<file path="src/rtl/fv_si_check_queue.sv">
// -----------------------------------------------------------------------------
// fv_si_check_queue
//
// Single-instruction property checker with an in-order expectation queue.
// On every accepted issue the reference result of the instruction is computed
// combinationally and pushed at the queue tail with age 0. Every DUT
// register-file writeback pops the head and compares against it. Entries that
// wait too long are retired as timeouts. All error outputs are sticky and are
// intended as assertion targets in the formal harness.
//
// Optional feature: define FV_SI_CHECK_RV32M_EN to enable the M-extension
// multiply ops (13 MUL, 14 MULH, 15 MULHSU, 16 MULHU). Without it those codes
// are treated as illegal.
//
// Parameters:
//   XLEN    register width, 32 or 64
//   DEPTH   maximum outstanding checks (2..16)
//   MAX_LAT cycles an entry may wait before it times out (1..255)
//
// Ports:
//   clk, rst_n        clock (posedge) and synchronous active-low reset
//   flush             discard all pending entries
//   issue_valid/op/a/b/pc  instruction issued for checking
//   issue_ready       queue can accept an issue this cycle
//   wb_valid/wb_value DUT register-file writeback
//   pending           number of outstanding entries
//   pass_cnt          matched writebacks, saturating
//   err_*             sticky error flags
//   fail_exp/fail_act expected/actual values captured at the first mismatch
//
// Handshake: an issue is consumed on a posedge where issue_valid and
// issue_ready are both high; issue_ready depends only on registered state
// (pre-pop count) and rst_n, never on issue_valid. A writeback has no ready:
// it is consumed on every posedge where wb_valid is high.
// -----------------------------------------------------------------------------
module fv_si_check_queue #(
    parameter int XLEN    = 32,
    parameter int DEPTH   = 4,
    parameter int MAX_LAT = 16
) (
    input  logic                       clk,
    input  logic                       rst_n,
    input  logic                       flush,
    input  logic                       issue_valid,
    input  logic [4:0]                 issue_op,
    input  logic [XLEN-1:0]            issue_a,
    input  logic [XLEN-1:0]            issue_b,
    input  logic [XLEN-1:0]            issue_pc,
    output logic                       issue_ready,
    input  logic                       wb_valid,
    input  logic [XLEN-1:0]            wb_value,
    output logic [$clog2(DEPTH+1)-1:0] pending,
    output logic [31:0]                pass_cnt,
    output logic                       err_mismatch,
    output logic                       err_timeout,
    output logic                       err_spurious,
    output logic                       err_overflow,
    output logic                       err_illegal,
    output logic [XLEN-1:0]            fail_exp,
    output logic [XLEN-1:0]            fail_act
);

    localparam int SHW = (XLEN == 64) ? 6 : 5;
    localparam int PW  = (DEPTH > 1) ? $clog2(DEPTH) : 1;
    localparam int CW  = $clog2(DEPTH + 1);
    localparam logic [7:0]    MAX_LAT_L = 8'(MAX_LAT);
    localparam logic [CW-1:0] DEPTH_L   = CW'(DEPTH);
    localparam logic [PW-1:0] LAST_L    = PW'(DEPTH - 1);

    // Operation codes
    localparam logic [4:0] OP_ADD    = 5'd0;
    localparam logic [4:0] OP_SUB    = 5'd1;
    localparam logic [4:0] OP_SLL    = 5'd2;
    localparam logic [4:0] OP_SLT    = 5'd3;
    localparam logic [4:0] OP_SLTU   = 5'd4;
    localparam logic [4:0] OP_XOR    = 5'd5;
    localparam logic [4:0] OP_SRL    = 5'd6;
    localparam logic [4:0] OP_SRA    = 5'd7;
    localparam logic [4:0] OP_OR     = 5'd8;
    localparam logic [4:0] OP_AND    = 5'd9;
    localparam logic [4:0] OP_PASSB  = 5'd10;
    localparam logic [4:0] OP_AUIPC  = 5'd11;
    localparam logic [4:0] OP_LINK   = 5'd12;
`ifdef FV_SI_CHECK_RV32M_EN
    localparam logic [4:0] OP_MUL    = 5'd13;
    localparam logic [4:0] OP_MULH   = 5'd14;
    localparam logic [4:0] OP_MULHSU = 5'd15;
    localparam logic [4:0] OP_MULHU  = 5'd16;
`endif

    // -------------------------------------------------------------------------
    // Queue storage and state
    // -------------------------------------------------------------------------
    logic [XLEN-1:0] val_q [DEPTH];
    logic [7:0]      age_q [DEPTH];
    logic [PW-1:0]   head_q, head_d;
    logic [PW-1:0]   tail_q, tail_d;
    logic [CW-1:0]   count_q, count_d;
    logic [31:0]     pass_q;
    logic            mism_q, tmo_q, spur_q, ovf_q, ill_q;
    logic [XLEN-1:0] fexp_q, fact_q;

    // -------------------------------------------------------------------------
    // Reference model of the instruction result
    // -------------------------------------------------------------------------
    logic [SHW-1:0]  shamt;
    logic [XLEN-1:0] exp_val;
    logic            op_legal;

    assign shamt = issue_b[SHW-1:0];

`ifdef FV_SI_CHECK_RV32M_EN
    // Operands are extended to 2*XLEN according to signedness; the low 2*XLEN
    // bits of the product are then exact for every signedness combination.
    logic [2*XLEN-1:0] ext_a_s, ext_b_s, ext_a_u, ext_b_u;
    logic [2*XLEN-1:0] prod_ss, prod_su, prod_uu;

    assign ext_a_s = {{XLEN{issue_a[XLEN-1]}}, issue_a};
    assign ext_b_s = {{XLEN{issue_b[XLEN-1]}}, issue_b};
    assign ext_a_u = {{XLEN{1'b0}}, issue_a};
    assign ext_b_u = {{XLEN{1'b0}}, issue_b};
    assign prod_ss = ext_a_s * ext_b_s;
    assign prod_su = ext_a_s * ext_b_u;
    assign prod_uu = ext_a_u * ext_b_u;
`endif

    always_comb begin
        exp_val  = '0;
        op_legal = 1'b1;
        case (issue_op)
            OP_ADD:   exp_val = issue_a + issue_b;
            OP_SUB:   exp_val = issue_a - issue_b;
            OP_SLL:   exp_val = issue_a << shamt;
            OP_SLT:   exp_val = {{(XLEN-1){1'b0}}, ($signed(issue_a) < $signed(issue_b))};
            OP_SLTU:  exp_val = {{(XLEN-1){1'b0}}, (issue_a < issue_b)};
            OP_XOR:   exp_val = issue_a ^ issue_b;
            OP_SRL:   exp_val = issue_a >> shamt;
            OP_SRA:   exp_val = $unsigned($signed(issue_a) >>> shamt);
            OP_OR:    exp_val = issue_a | issue_b;
            OP_AND:   exp_val = issue_a & issue_b;
            OP_PASSB: exp_val = issue_b;
            OP_AUIPC: exp_val = issue_pc + issue_b;
            OP_LINK:  exp_val = issue_pc + XLEN'(4);
`ifdef FV_SI_CHECK_RV32M_EN
            OP_MUL:    exp_val = prod_uu[XLEN-1:0];
            OP_MULH:   exp_val = prod_ss[2*XLEN-1:XLEN];
            OP_MULHSU: exp_val = prod_su[2*XLEN-1:XLEN];
            OP_MULHU:  exp_val = prod_uu[2*XLEN-1:XLEN];
`endif
            default:  op_legal = 1'b0;
        endcase
    end

    // -------------------------------------------------------------------------
    // Control
    // -------------------------------------------------------------------------
    logic            eligible;   // at least one entry pushed on an earlier edge
    logic            accept;
    logic            wb_pop;
    logic            to_pop;
    logic            pop;
    logic [PW-1:0]   push_slot;
    logic [XLEN-1:0] head_val;
    logic [7:0]      head_age;

    // Entries in storage were all pushed on a previous edge, so a non-zero
    // registered count means the head is eligible; no same-cycle bypass.
    assign eligible    = (count_q != '0);
    assign issue_ready = rst_n && (count_q < DEPTH_L);
    assign accept      = issue_valid && issue_ready && op_legal;
    assign head_val    = val_q[head_q];
    assign head_age    = age_q[head_q];

    // Flush suppresses both writeback compare and timeout retirement.
    assign wb_pop = !flush && wb_valid && eligible;
    assign to_pop = !flush && !wb_valid && eligible && (head_age >= MAX_LAT_L);
    assign pop    = wb_pop || to_pop;

    // A flush empties the queue first, so a simultaneous issue lands in slot 0.
    assign push_slot = flush ? '0 : tail_q;

    function automatic logic [PW-1:0] ptr_inc(input logic [PW-1:0] p);
        return (p == LAST_L) ? '0 : p + 1'b1;
    endfunction

    always_comb begin
        head_d  = head_q;
        tail_d  = tail_q;
        count_d = count_q;
        if (flush) begin
            head_d  = '0;
            tail_d  = accept ? ptr_inc('0) : '0;
            count_d = accept ? CW'(1) : '0;
        end else begin
            if (pop)    head_d = ptr_inc(head_q);
            if (accept) tail_d = ptr_inc(tail_q);
            case ({accept, pop})
                2'b10:   count_d = count_q + 1'b1;
                2'b01:   count_d = count_q - 1'b1;
                default: count_d = count_q;
            endcase
        end
    end

    // -------------------------------------------------------------------------
    // Sequential state
    // -------------------------------------------------------------------------
    always_ff @(posedge clk) begin
        if (!rst_n) begin
            for (int i = 0; i < DEPTH; i++) begin
                val_q[i] <= '0;
                age_q[i] <= '0;
            end
            head_q  <= '0;
            tail_q  <= '0;
            count_q <= '0;
            pass_q  <= '0;
            mism_q  <= 1'b0;
            tmo_q   <= 1'b0;
            spur_q  <= 1'b0;
            ovf_q   <= 1'b0;
            ill_q   <= 1'b0;
            fexp_q  <= '0;
            fact_q  <= '0;
        end else begin
            head_q  <= head_d;
            tail_q  <= tail_d;
            count_q <= count_d;

            // Every slot ages each cycle (empty slots are harmless since
            // a push overwrites the age); flush resets all ages.
            for (int i = 0; i < DEPTH; i++) begin
                if (flush)
                    age_q[i] <= '0;
                else if (age_q[i] != 8'hFF)
                    age_q[i] <= age_q[i] + 8'd1;
            end

            if (accept) begin
                val_q[push_slot] <= exp_val;
                age_q[push_slot] <= '0;
            end

            if (issue_valid && !issue_ready) ovf_q <= 1'b1;
            if (issue_valid && !op_legal)    ill_q <= 1'b1;

            if (!flush && wb_valid && !eligible) spur_q <= 1'b1;
            if (to_pop)                          tmo_q  <= 1'b1;

            if (wb_pop) begin
                if (wb_value == head_val) begin
                    if (pass_q != 32'hFFFF_FFFF) pass_q <= pass_q + 32'd1;
                end else begin
                    mism_q <= 1'b1;
                    if (!mism_q) begin
                        fexp_q <= head_val;
                        fact_q <= wb_value;
                    end
                end
            end
        end
    end

    assign pending      = count_q;
    assign pass_cnt     = pass_q;
    assign err_mismatch = mism_q;
    assign err_timeout  = tmo_q;
    assign err_spurious = spur_q;
    assign err_overflow = ovf_q;
    assign err_illegal  = ill_q;
    assign fail_exp     = fexp_q;
    assign fail_act     = fact_q;

endmodule

</file>
<file path="config.mk">
export PLATFORM = sky130hd
export DESIGN_NAME = fv_si_check_queue
export DESIGN_NICKNAME = d
export VERILOG_FILES = /design/src/rtl/fv_si_check_queue.sv
export SDC_FILE = /design/constraint.sdc
export NUM_CORES = 1
export LEC_CHECK = 0
export CAP_MARGIN = 25
export CELL_PAD_IN_SITES_DETAIL_PLACEMENT = 1
export CELL_PAD_IN_SITES_GLOBAL_PLACEMENT = 2
export CORE_MARGIN = 3
export CORE_UTILIZATION = 35
export CTS_BUF_LIST = sky130_fd_sc_hd__clkbuf_2
export CTS_CLUSTER_SIZE = 20
export DETAILED_ROUTE_END_ITERATION = 10
export PLACE_DENSITY_LB_ADDON = 0.1
export SKIP_CTS_REPAIR_TIMING = 1
export SYNTH_ARGS = -nofsm -noshare
export SYNTH_HDL_FRONTEND = slang
export SYNTH_SLANG_ARGS = --single-unit
</file>
<file path="constraint.sdc">
create_clock -name clk -period 6.25 [get_ports clk]
set_clock_uncertainty 0.2 [all_clocks]
set_input_delay 1.25 -clock clk [delete_from_list [all_inputs] [get_ports clk]]
set_output_delay 1.25 -clock clk [all_outputs]
set_load 0.03 [all_outputs]
</file>
==> load_flow_metrics.sql, run 1 <==
INSERT INTO impl_metrics (metric_group, metric, value, unit) VALUES
('clock_tree', 'clockRootBuffer', 'clkbuf_2', ''),
('timing', 'hold_slack', '291', 'ps'),
('logic_synthesis', 'yosys_warnings', '0', ''),
('global_routing', 'grt_max_degree', '90', ''),
('timing', 'post-route-min-period', '5850', 'ps'),
('drt', 'met3_wirelength', '6040', 'um'),
('setup_path', 'timing.critical_path.required', '6770', 'ps'),
('floorplan', 'floorplan.initialDensity', '35.8', '%'),
('setup_path', 'reg2reg_slack', '2090', 'ps'),
('logic_synthesis', 'synth_enable_flop_cells', '128', ''),
('final_layout', 'post_route_cells_drive_above_1_share', '12.9', '%'),
('clock_tree', 'cts-buffers-inserted', '61', ''),
('logic_synthesis', 'seq_area_frac_synth', '30.0', '%'),
('setup_path', 'critical_path.startpoint', 'issue_op[3]', ''),
('final_layout', 'final_net_count', '3134', ''),
('setup_path', 'endpoint', 'val_q[3][22]$_DFFE_PP_', ''),
('drt', 'remaining_drc_errors', '0', ''),
('clock_tree', 'cts_num_sinks', '270', ''),
('setup_path', 'crit-reg2reg-capture', 'pass_cnt[21]$_SDFFE_PN0P_', ''),
('final_layout', 'area_growth', '20.0', '%'),
('clock_tree', 'cts_buffer_depth', '3', ''),
('setup_path', 'critical_path_arrival', '6370', 'ps'),
('drt', 'routed.top_layer', 'met5', ''),
('global_routing', 'antenna_found_initial', '3', ''),
('final_layout', 'layout.filler_cells', '7373', ''),
('logic_synthesis', 'synth_compound_gate_area_share', '18.1', '%'),
('timing', 'peak_clock_frequency_supported_by_timing', '0.171', 'GHz'),
('final_layout', 'mostFrequentLayoutCells', '372 x nor2_1, 239 x nand2_1, 237 x clkdlybuf4s50_1', ''),
('clock_tree', 'clk_latency', '960', 'ps'),
('logic_synthesis', 'ys_ff_latch', '270', ''),
('logic_synthesis', 'synth_largest_type_area_fraction', '17.3', '%'),
('logic_synthesis', 'synthMuxAreaShare', '12.6', '%'),
('logic_synthesis', 'synthesis.area', '22300', 'um2'),
('setup_path', 'critical_path.max_fanout', '31', ''),
('logic_synthesis', 'syn_area_per_cell', '8.65', 'um2'),
('drt', 'wl_met1', '41300', 'um'),
('logic_synthesis', 'number_of_distinct_library_cell_variants_in_the_gate_level_netlist_after_synthesis', '81', ''),
('drt', 'postRouteWirelength', '104000', 'um'),
('timing', 'report.final.hold_viol_count', '0', ''),
('timing', 'finalCritPeriodShare', '93.5', '%'),
('placement', 'finalWeightedCongestion', '0.998', ''),
('floorplan', 'die_outline_area', '66700', 'um2'),
('drt', 'detailroute.via_count', '22100', ''),
('power', 'power.density_cell_area', '164', 'nW/um2'),
('placement', 'io_buffer_count', '242', ''),
('drt', 'vias_per_cell', '5.91', ''),
('global_routing', 'globalRouteTotalUtil', '30.3', '%'),
('drt', 'wl_per_cell', '27.8', 'um'),
('setup_path', 'worstRegToRegCells', '11', ''),
('global_routing', 'via_count_of_the_first_global_routing_pass', '22900', ''),
('power', 'p_total', '4.40', 'mW'),
('floorplan', 'fp.dieH', '258', 'um'),
('clock_tree', 'tritoncts_clock_tree', 'yes', ''),
('logic_synthesis', 'synthAdderAreaFrac', '8.30', '%'),
('logic_synthesis', 'synth_flop_cell', 'dfxtp_1', ''),
('logic_synthesis', 'yosys.area_share.xor_xnor', '5.66', '%'),
('power', 'p_leak', '10.2', 'nW'),
('floorplan', 'die_x', '258', 'um'),
('logic_synthesis', 'synth-simple-area-share', '20.3', '%'),
('timing', 'setup_violations', '0', ''),
('global_routing', 'grt_remaining_overflow', '0', ''),
('timing', 'max_slew.worst_pin.slew', '1050', 'ps'),
('setup_path', 'worstSetupStartpointType', 'input port', ''),
('logic_synthesis', 'synth_cells', '2576', ''),
('drt', 'detailedRoute.firstIterationViolations', '1584', ''),
('outcome', 'outcome', 'finished clean', ''),
('drt', 'number_of_nets_with_antenna_violations_after_routing', '0', ''),
('drt', 'wl_met2', '49800', 'um'),
('global_routing', 'wire_length_of_the_first_global_routing_pass', '152000', 'um'),
('drt', 'drt_pass1_iterations', '5', ''),
('floorplan', 'pin_count', '243', '');
## stage by stage
| step | setup TNS, ps | utilization (%) | setup slack [ps] | area, um2 | instances |
|---|---|---|---|---|---|
| 2_1_floorplan | 0 | - | 753 | 22300 | 2576 |
| 3_3_place_gp | -1920 | 42.0 | -443 | 26200 | 3624 |
| 3_5_place_dp | -1790 | 42.0 | -427 | 26200 | 3624 |
| 4_1_cts | 0 | 42.9 | 651 | 26700 | 3739 |
| 5_1_grt | 0 | 42.9 | 621 | 26700 | 3740 |
| 6_report | 0 | 42.9 | 403 | 26700 | 3741 |
## critical path: stages
cell	delay (ps)
clkdlybuf4s50_1	470
or3b_1	490
nor2_4	170
buf_12	190
buf_4	300
nand2_1	80
o21ai_0	140
ha_1	370
a21oi_1	360
o21ai_0	160
a221oi_1	650
o311ai_0	340
a211oi_1	480
o21ai_0	240
a221o_1	420
and2_1	200
## per-layer routing
| layer | global-route usage, % | vias up |
|---|---|---|
| met1 | 36.2 | 11000 |
| met3 | 4.22 | 247 |
| met5 | 0 | - |
| met4 | 16.8 | 2 |
| li1 | - | 10100 |
| met2 | 52.3 | 859 |
## final cells by class
| cell class | instances | area [um2] | area share (%) |
|---|---|---|---|
| repair buffers | 380 | 3490 | 13.1 |
| clock buffers | 84 | 420 | 1.57 |
| flip-flops and latches | 270 | 6690 | 25.0 |
| multi-input cells | 2022 | 14500 | 54.3 |
| well taps | 837 | 1050 | 3.92 |
| inverters | 115 | 432 | 1.61 |
| clock inverters | 31 | 135 | 0.505 |
| diodes | 2 | 5.00 | 0.0187 |
## state kept, by name (all words and copies together) (netlist names), 2 cells and up, named ones only
name and count:
pass_cnt 32, val_q 128, fail_act 32, tail_q 2
head_q 2, pending 3, fail_exp 32, age_q 32
## logic make-up after synthesis
family | after synthesis
flops | 270
mux | 161
fa+ha+maj | 146
simple gates | 988
compound gates | 583
buf+inv | 284
xor+xnor | 144
## cell usage after synthesis, drive strengths merged (7+ instances only)
library cell / instances
dfxtp: 142
a31o: 67
xnor2: 115
edfxtp: 128
o221ai: 9
a21o: 19
o22ai: 10
nand3: 90
nor3: 57
inv: 115
or2: 10
a211oi: 22
o211ai: 20
ha: 143
o21ai: 128
nor2: 377
mux2i: 52
clkbuf: 136
nor4: 22
nand2: 239
and3: 40
o32ai: 7
mux2: 15
o31ai: 14
nor2b: 21
a31oi: 21
nand2b: 10
buf: 33
o21bai: 15
mux4: 94
o21a: 7
a221o: 7
xor2: 29
nand4: 38
a22oi: 20
a2111oi: 12
and2: 40
a221oi: 31
a21oi: 109
o2111ai: 10
or3: 20
## report_power, final
group | internal, mW | switching [mW]
Combinational | 0.519 | 0.871
Clock | 0.375 | 0.725
Sequential | 1.89 | 0.0156
## worst min path at each step
stage | from | endpoint | slack (ps) | cells after the start
3_5_place_dp | err_timeout$_SDFFE_PN0P_ | err_timeout$_SDFFE_PN0P_ | 280 | 1
2_1_floorplan | age_q[1][6]$_SDFFE_PP0P_ | age_q[1][6]$_SDFFE_PP0P_ | 280 | 1
4_1_cts | err_timeout$_SDFFE_PN0P_ | err_timeout$_SDFFE_PN0P_ | 300 | 1
6_report | err_illegal$_SDFFE_PN0P_ | err_illegal$_SDFFE_PN0P_ | 290 | 1
5_1_grt | err_timeout$_SDFFE_PN0P_ | err_timeout$_SDFFE_PN0P_ | 330 | 1
3_3_place_gp | err_timeout$_SDFFE_PN0P_ | err_timeout$_SDFFE_PN0P_ | 260 | 1
No activity file was read; power rests on OpenSTA's default activity.
==> inputs of run 2 (changes only) <==
- CTS_CLUSTER_SIZE: 20 -> 12
==> results of run 2 <==
The final DEF is identical to that of run 1; final timing and power are the same.
==> inputs of run 3 (changes only) <==
--- a/config.mk
+++ b/config.mk
@@ -13,3 +13,3 @@
 export CTS_BUF_LIST = sky130_fd_sc_hd__clkbuf_2
-export CTS_CLUSTER_SIZE = 12
+export CTS_CLUSTER_SIZE = 14
 export DETAILED_ROUTE_END_ITERATION = 10
--- a/constraint.sdc
+++ b/constraint.sdc
@@ -4,2 +4,2 @@
 set_output_delay 1.25 -clock clk [all_outputs]
-set_load 0.03 [all_outputs]
+set_load 0.05 [all_outputs]
==> results of run 3 <==
Same layout as run 1 (identical final DEF). Status: finished clean.
